**src/rtl/bpu_btb.sv**
```systemverilog
// Direct-mapped branch target buffer with per-entry saturating direction counters.
// Combinational lookup for IF, EX-stage training, misprediction detection and statistics.
module bpu_btb #(
  parameter int ENTRIES   = 64,
  parameter int TAG_W     = 8,
  parameter int CNT_W     = 2,
  parameter int PRED_MODE = 1,
  parameter int WR_BYPASS = 0
) (
  input  logic        i_clk,
  input  logic        i_rst,
  input  logic [31:0] i_if_pc,
  output logic        o_pred_hit,
  output logic        o_pred_taken,
  output logic [31:0] o_pred_target,
  input  logic        i_upd_vld,
  input  logic [31:0] i_upd_pc,
  input  logic        i_upd_is_br,
  input  logic        i_upd_is_jmp,
  input  logic        i_upd_taken,
  input  logic [31:0] i_upd_target,
  input  logic        i_upd_pred_taken,
  input  logic [31:0] i_upd_pred_target,
  output logic        o_mispred,
  output logic [31:0] o_fix_pc,
  input  logic        i_flush,
  output logic [31:0] o_br_cnt,
  output logic [31:0] o_mispred_cnt
);

  localparam int IDX_W = $clog2(ENTRIES);
  localparam logic [CNT_W-1:0] CNT_MAX  = '1;
  localparam logic [CNT_W-1:0] CNT_ONE  = 1;
  localparam logic [CNT_W-1:0] CNT_WEAK = CNT_ONE << (CNT_W - 1);

  logic [ENTRIES-1:0] valid_q;
  logic [TAG_W-1:0]   tag_q    [ENTRIES];
  logic [31:0]        target_q [ENTRIES];
  logic [CNT_W-1:0]   cnt_q    [ENTRIES];

  logic [IDX_W-1:0] if_idx;
  logic [TAG_W-1:0] if_tag;
  logic [IDX_W-1:0] upd_idx;
  logic [TAG_W-1:0] upd_tag;
  logic             upd;
  logic             upd_hit;

  logic             wr_en;
  logic [31:0]      wr_target;
  logic [CNT_W-1:0] wr_cnt;

  logic             lk_valid;
  logic [TAG_W-1:0] lk_tag;
  logic [31:0]      lk_target;
  logic [CNT_W-1:0] lk_cnt;
  logic             bypass;

  logic [31:0] br_cnt_q;
  logic [31:0] mispred_cnt_q;

  assign if_idx  = i_if_pc[IDX_W+1:2];
  assign if_tag  = i_if_pc[IDX_W+TAG_W+1:IDX_W+2];
  assign upd_idx = i_upd_pc[IDX_W+1:2];
  assign upd_tag = i_upd_pc[IDX_W+TAG_W+1:IDX_W+2];

  assign upd     = i_upd_vld & (i_upd_is_br | i_upd_is_jmp);
  assign upd_hit = valid_q[upd_idx] & (tag_q[upd_idx] == upd_tag);

  // Training decision; reset and flush both suppress the write entirely
  always_comb begin
    wr_en     = 1'b0;
    wr_target = target_q[upd_idx];
    wr_cnt    = cnt_q[upd_idx];
    if (upd && !i_flush && !i_rst) begin
      if (upd_hit) begin
        wr_en = 1'b1;
        if (i_upd_is_jmp) begin
          wr_cnt    = CNT_MAX;
          wr_target = i_upd_target;
        end else if (i_upd_taken) begin
          wr_cnt    = (cnt_q[upd_idx] == CNT_MAX) ? CNT_MAX : cnt_q[upd_idx] + CNT_ONE;
          wr_target = i_upd_target;
        end else begin
          wr_cnt = (cnt_q[upd_idx] == '0) ? '0 : cnt_q[upd_idx] - CNT_ONE;
        end
      end else if (i_upd_taken) begin
        wr_en     = 1'b1;
        wr_target = i_upd_target;
        wr_cnt    = i_upd_is_jmp ? CNT_MAX : CNT_WEAK;
      end
    end
  end

  assign bypass = (WR_BYPASS != 0) && wr_en && (upd_idx == if_idx);

  always_comb begin
    lk_valid  = valid_q[if_idx];
    lk_tag    = tag_q[if_idx];
    lk_target = target_q[if_idx];
    lk_cnt    = cnt_q[if_idx];
    if (bypass) begin
      lk_valid  = 1'b1;
      lk_tag    = upd_tag;
      lk_target = wr_target;
      lk_cnt    = wr_cnt;
    end
  end

  assign o_pred_hit    = lk_valid & (lk_tag == if_tag);
  assign o_pred_taken  = (PRED_MODE != 0) & o_pred_hit & lk_cnt[CNT_W-1];
  assign o_pred_target = o_pred_taken ? lk_target : i_if_pc + 32'd4;

  assign o_mispred = upd & ((i_upd_pred_taken != i_upd_taken) |
                            (i_upd_taken & (i_upd_pred_target != i_upd_target)));
  assign o_fix_pc  = i_upd_taken ? i_upd_target : i_upd_pc + 32'd4;

  // Valid bits and statistics; a flushed update is dropped from the stats as well
  always_ff @(posedge i_clk) begin
    if (i_rst) begin
      valid_q       <= '0;
      br_cnt_q      <= '0;
      mispred_cnt_q <= '0;
    end else begin
      if (i_flush) begin
        valid_q <= '0;
      end else if (wr_en) begin
        valid_q[upd_idx] <= 1'b1;
      end
      if (upd && !i_flush && (br_cnt_q != 32'hFFFF_FFFF)) begin
        br_cnt_q <= br_cnt_q + 32'd1;
      end
      if (o_mispred && !i_flush && (mispred_cnt_q != 32'hFFFF_FFFF)) begin
        mispred_cnt_q <= mispred_cnt_q + 32'd1;
      end
    end
  end

  always_ff @(posedge i_clk) begin
    if (wr_en) begin
      tag_q[upd_idx]    <= upd_tag;
      target_q[upd_idx] <= wr_target;
      cnt_q[upd_idx]    <= wr_cnt;
    end
  end

  assign o_br_cnt      = br_cnt_q;
  assign o_mispred_cnt = mispred_cnt_q;

endmodule

```
**config.mk**
```make
export PLATFORM = sky130hd
export DESIGN_NAME = bpu_btb
export DESIGN_NICKNAME = d
export VERILOG_FILES = /design/src/rtl/bpu_btb.sv
export SDC_FILE = /design/constraint.sdc
export NUM_CORES = 2
export LEC_CHECK = 0
export BUFFER_PORTS_ARGS = -buffer_cell sky130_fd_sc_hd__buf_2
export CORE_MARGIN = 1.5
export CORE_UTILIZATION = 31
export CTS_CLUSTER_DIAMETER = 120
export DETAILED_ROUTE_END_ITERATION = 10
export PLACE_DENSITY_LB_ADDON = 0.1
export SKIP_CTS_REPAIR_TIMING = 1
export SLEW_MARGIN = 20
export SYNTH_ARGS = -nofsm -noshare
export SYNTH_HDL_FRONTEND = slang
export SYNTH_SLANG_ARGS = --single-unit
```
**constraint.sdc**
```tcl
create_clock -name i_clk -period 10.3 [get_ports i_clk]
set_clock_uncertainty 0.15 [all_clocks]
set_input_delay 2.575 -clock i_clk [delete_from_list [all_inputs] [get_ports i_clk]]
set_output_delay 2.575 -clock i_clk [all_outputs]
set_load 0.02 [all_outputs]
```
# ---- Yosys cells after proc, flatten, opt, wreduce, memory -nomap -nowiden
# Memory sizes are Yosys's and may differ from the RTL's.
# Index checks and enable logic that the tools add are counted.
dict set report op_classes {
  addsub 6
  order_cmp 3
  reduce_logical 10
  eq_ne 7
  n_mux 25
  n_bitwise 9
}
# operator n
set ops {}
lappend ops {{32-bit 2-to-1 mux} 6}
lappend ops {{32-bit by 1-bit adder with 32-bit output (second input constant)} 2}
lappend ops {{32-bit by 3-bit adder with 32-bit output (second input constant)} 2}
lappend ops {{32-bit inequality test (second input constant)} 2}
lappend ops {{64-bit bitwise OR} 1}
lappend ops {{32-bit inequality test} 1}
lappend ops {{8-bit == test} 2}
lappend ops {{6-bit by 7-bit < comparator with 1-bit output (second input constant)} 2}
lappend ops {{2-bit 2-to-1 mux} 7}
lappend ops {{1-bit binary-select mux with 6-bit select} 2}
lappend ops {{1-bit 2-to-1 mux} 9}
lappend ops {{1-bit bitwise AND} 6}
lappend ops {{1-bit demux with 6-bit select} 1}
lappend ops {{6-bit by 1-bit greater-or-equal comparator with 1-bit output (second input constant)} 1}
lappend ops {{1-bit logical AND} 6}
lappend ops {{2-bit by 1-bit adder with 2-bit output (second input constant)} 1}
lappend ops {{2-bit == test (second input constant)} 1}
lappend ops {{1-bit zero test} 2}
lappend ops {{2-bit zero test} 1}
lappend ops {{1-bit bitwise OR} 2}
lappend ops {{2-bit OR reduction} 1}
lappend ops {{2-bit by 1-bit subtractor with 2-bit output (second input constant)} 1}
lappend ops {{1-bit inequality test} 1}
dict set report word_totals {
  register_bits 128
  wordCells 66
  mem_bits_rw 2688
  mem_count 3
  out_inout_bits 131
}
# memory words width rd rd_ports_with_merged_regs wr line_no
set memory_table {}
lappend memory_table {target_q 64 32 2 0 1 38} ;# logic [31:0] target_q [ENTRIES];
lappend memory_table {tag_q 64 8 2 0 1 37} ;# logic [TAG_W-1:0] tag_q [ENTRIES];
lappend memory_table {cnt_q 64 2 2 0 1 39} ;# logic [CNT_W-1:0] cnt_q [ENTRIES];

# ---- Longest topological paths before layout
dict set report depth {
  ltp_word 7
  depth_mapped 17
  mapped_depth_nobuf 10
}

# ---- Worst setup path after synthesis
# OpenSTA, ideal clock, no wires.
dict set report synth_timing {
  kind {input-to-reg}
  startpoint {input port i_upd_pc[3]}
  endpoint {memory cnt_q[56][0] (enable)}
  required_time_ps 9601
  setup_slack_ps 627
  path_stages 12
  n_path_buf 4
  t_arrival_ps 8973
  cell_sequence {buf_2 buf_2 buf_2 mux2i_1 o211ai_1 a2111oi_0 nand4_1 xor2_1 a2111oi_4 a21oi_2 buf_2 nor4_1}
}
dict set report synth_via {
  elab_chain_cells 7
  word_cells_on_any_way 9
}
# item line_no
set synth_lines {}
lappend synth_lines {{start, declared} 17} ;# input logic [31:0] i_upd_pc,
lappend synth_lines {{memory 64 x 8 bit or 1-bit binary-select mux with 6-bit select (tied branches)} --}
lappend synth_lines {{8-bit == test or 1-bit 2-to-1 mux (tied branches)} 67} ;# assign upd_hit = valid_q[upd_idx] & (tag_q[upd_idx] == upd_tag);
lappend synth_lines {{1-bit bitwise AND} 67}
lappend synth_lines {{1-bit 2-to-1 mux} 75} ;# if (upd_hit) begin
lappend synth_lines {{1-bit 2-to-1 mux} 74} ;# if (upd && !i_flush && !i_rst) begin
lappend synth_lines {{1-bit 2-to-1 mux} 139} ;# if (wr_en) begin
lappend synth_lines {{1-bit 2-to-1 mux (not written as such)} 142} ;# cnt_q[upd_idx] <= wr_cnt;
lappend synth_lines {{end, declared} 39}
# Several ways; a longest one is shown, not always the timed one. The select of a mux whose other input is x is not followed.

# ---- Final worst setup path
dict set report layout_timing {
  startpoint {input port i_if_pc[3]}
  endpoint {output port o_pred_target[10]}
}
dict set report layout_via {
  elab_chain_cells 5
  word_cells_on_any_way 10
}
# item line_no
set layout_lines {}
lappend layout_lines {{start, declared} 12} ;# input logic [31:0] i_if_pc,
lappend layout_lines {{memory 64 x 8 bit or 1-bit binary-select mux with 6-bit select (tied branches)} --}
lappend layout_lines {{8-bit == test or 1-bit 2-to-1 mux (tied branches)} {109, 97}}
lappend layout_lines {{1-bit bitwise AND} 109} ;# assign o_pred_hit = lk_valid & (lk_tag == if_tag);
lappend layout_lines {{1-bit bitwise AND} 110} ;# assign o_pred_taken = (PRED_MODE != 0) & o_pred_hit & lk_cnt[CNT_W-1];
lappend layout_lines {{32-bit 2-to-1 mux (*)} 111} ;# assign o_pred_target = o_pred_taken ? lk_target : i_if_pc + 32'd4;
lappend layout_lines {{end, declared} 15} ;# output logic [31:0] o_pred_target,
# Every way passes the cells marked *; elsewhere a longest branch is shown, timed or not. The select of a mux whose other input is x is not followed.

==> results.cfg <==
[critical_path]
critPathArrivalTime_ns = 6.86
crit_top_cell = mux4_2
cpPeakStageDelay_ns = 0.60
cp-end-kind = primary output
reg2reg_to = target_q[5][31]$_DFFE_PP_
r2r_setup_slack_ns = 4.96
crit_path_start_kind = input port
r2r-start = tag_q[53][7]$_DFFE_PP_
critical_path_class = input port to primary output
cp_cell_sequence = buf_8, buf_12, buf_4, buf_12, mux4_2, mux4_2, mux4_2, mux2_1, buf_2
critPathSlowestCell = mux4_2
r2r_cells = 11
worstPathMaxFanout = 116
cp_data_required_time_ns = 7.58

[sta]
tightestPinTransition_ns = 1.230
fmax_mhz = 104.3
finalSetupTns_ns = 0
period_needed_ns = 9.584
slew_headroom_pct = 17.46
slew_viol_final = 0
whs_ns = 0.3210
fin_crit_sh_pct = 93.05
final-setup-viol-count = 0
rsz0062_at_grt = false
hold_viol = 0

[clocking]
cts-root-buf = clkbuf_16
cts.clk_slew.worst_paths_ns = 0.06
clk_path_buf_depth = 4
cts.sinks = 2816
h-tree-depth = 5
clk_latency_ns = 0.99
cts_made_buffers = 335
cts_tree = built

[finish]
final_common_cell = edfxtp_1
nNetsFinal = 7932
syn_to_final_growth_pct = 16.99
utilization_pct = 36.48
fin_area_um2 = 151000
final_cell_mix = edfxtp_1 (2,688), mux4_2 (946), a22oi_1 (484)
drive_above_1_share_pct = 29.24

[pwr]
switching_power_w = 0.006732
p_int_w = 0.02048
seqPwrFrac_pct = 47.2
p_leak_nw = 47.61
clkPwrFrac_pct = 43.6
cellPowerDensity_nw_per_um2 = 180.2
max-vdd-ir-drop_mv = 0.1323
comb_power_share_pct = 9.2
switching_share_pct = 24.74

[floorplanning]
ios = 267
fp.dieW_um = 648.3
fp.dieArea_um2 = 420300
rows = 236
core-area_um2 = 414000
die_h_um = 648.3
initial_core_util_pct = 31.18

[run]
maxCapViolCount = 0

[synth]
syn_area_um2 = 129100
synth_seq_area_share_pct = 64.51
synth_top_area_share_pct = 62.53
synth_nets = 7532
async_reset_ff_share_pct = 0
synthCells = 7392
synth_cell_type_count = 78
yosys_warnings = 0
synth.avg_cell_area_um2 = 17.46
synth.area.top_cells = edfxtp_1 (63%), mux4_2 (17%), a22oi_1 (2.8%)
synth_edf_count = 2688
ys_seq_elements = 2816
yosysTopAreaCell = edfxtp_1
synth_ff_type = edfxtp_1

[grt]
grt_pass1_wl_mm = 830.8
track_usage_pct = 29.62
busiest_layer = met2
grt_pass1_vias = 85240
antenna_found_initial = 56
grt_use_met1_pct = 38.75
globalRouteMet3Util_pct = 5.478
grt_util_met2_pct = 46.91
grt_overflow = 0
grt_max_degree = 125

[hold_path]
worstHoldPathType = flop to flop
hold_end = valid_q[54]$_SDFFE_PP0P_
hold_start = valid_q[54]$_SDFFE_PP0P_
hold-path-cell-count = 2

[route]
dr.pass1.iters = 6
viasPerCell = 6.448
wire_per_inst_um = 46.92
drt_wl_total_mm = 636.5
num_vias = 87460
final_antenna_net_count = 0
drc = 0
drt-initial-drc-count = 13540

[place]
place.port_buffers = 266
dp_hpwl_mm = 369.5
gp_congestion = 0.8664
placed_area_um2 = 140200

[outcome]
outcome = complete, no violations
## stage by stage
stage | setup slack [ns] | instances | power [W]
5_1_grt | 0.6067 | 13550 | 0.02782
3_5_place_dp | 0.7105 | 12930 | 0.01555
6_report | 0.7158 | 13570 | 0.02721
3_3_place_gp | 0.6603 | 12930 | 0.01554
4_1_cts | 0.7227 | 13540 | 0.02733
2_1_floorplan | 0.6274 | 7392 | 0.01444
## layer usage
layer  vias to the layer above  part of all wire [%]
met1                     47810                    39
met3                      1270                   8.7
met5                         -                 0.045
met2                      5756                    46
met4                        26                   6.0
li1                      32600                     -
## cell usage after synthesis, types with 69 or more instances
| master | instances |
|---|---|
| dfxtp_1 | 128 |
| a31oi_1 | 121 |
| o21ai_0 | 139 |
| mux4_2 | 946 |
| a22oi_1 | 484 |
| buf_2 | 159 |
| mux2_2 | 125 |
| edfxtp_1 | 2688 |
| a21oi_1 | 156 |
| nor2_1 | 198 |
| mux2i_1 | 261 |
| clkbuf_1 | 319 |
| nand2_1 | 225 |
| nand4_1 | 95 |
| nand3_1 | 89 |
| a22o_1 | 138 |
| xnor2_1 | 77 |
| xor2_1 | 72 |
| a221oi_1 | 267 |
| nor4_1 | 76 |
| o22ai_1 | 69 |
## power by group through the flow
stage	Sequential (W)	Clock, W	Combinational (W)
finish	0.0128	0.0119	0.00250
global route	0.0128	0.0124	0.00258
CTS	0.0129	0.0120	0.00246
detailed placement	0.0131	0	0.00246
global placement	0.0131	0	0.00245
floorplan	0.0131	0	0.00134
## final cells by class
cell class	instances	area, um^2
sequential	2816	83280
fill	38360	263000
clock inverter	196	1911
antenna	23	57.56
timing repair buffer	677	6436
inverter	18	72.57
multi-input combinational	3944	43600
tap	5474	6849
clock buffer	417	8806
## how the worst max path moves through the flow
stage                            from                      to  cells past startpoint
after CTS                  i_if_pc[2]        o_pred_target[9]                      9
after global placement     i_if_pc[2]       o_pred_target[30]                     14
after global routing       i_if_pc[2]       o_pred_target[21]                     16
final                      i_if_pc[3]       o_pred_target[10]                      9
after floorplan           i_upd_pc[3]  cnt_q[56][0]$_DFFE_PP_                     12
after detailed placement   i_if_pc[2]        o_pred_target[9]                      9
## worst max-delay path: cells and delay by family
| kind | cells | cell delay, ns |
|---|---|---|
| buffers and inverters | 5 | 1.92 |
| muxes | 4 | 2.05 |
## registers in the layout (all words and copies together), names as in the netlist
signal	flops
valid_q	64
target_q	2048
cnt_q	128
o_br_cnt	32
o_mispred_cnt	32
tag_q	512
## cell families after synthesis
kind of cell | count (synthesis) | share of synthesized area, %
AND/OR/NAND/NOR | 846 | 3.258
XOR/XNOR | 149 | 1.011
flip-flops | 2816 | 64.51
buffers and inverters | 632 | 2.262
AO/OA/AOI/OAI | 1570 | 8.889
multiplexers | 1375 | 20.03
adder cells (fa/ha/maj) | 4 | 0.03877
(Power assumes the default switching activity.)
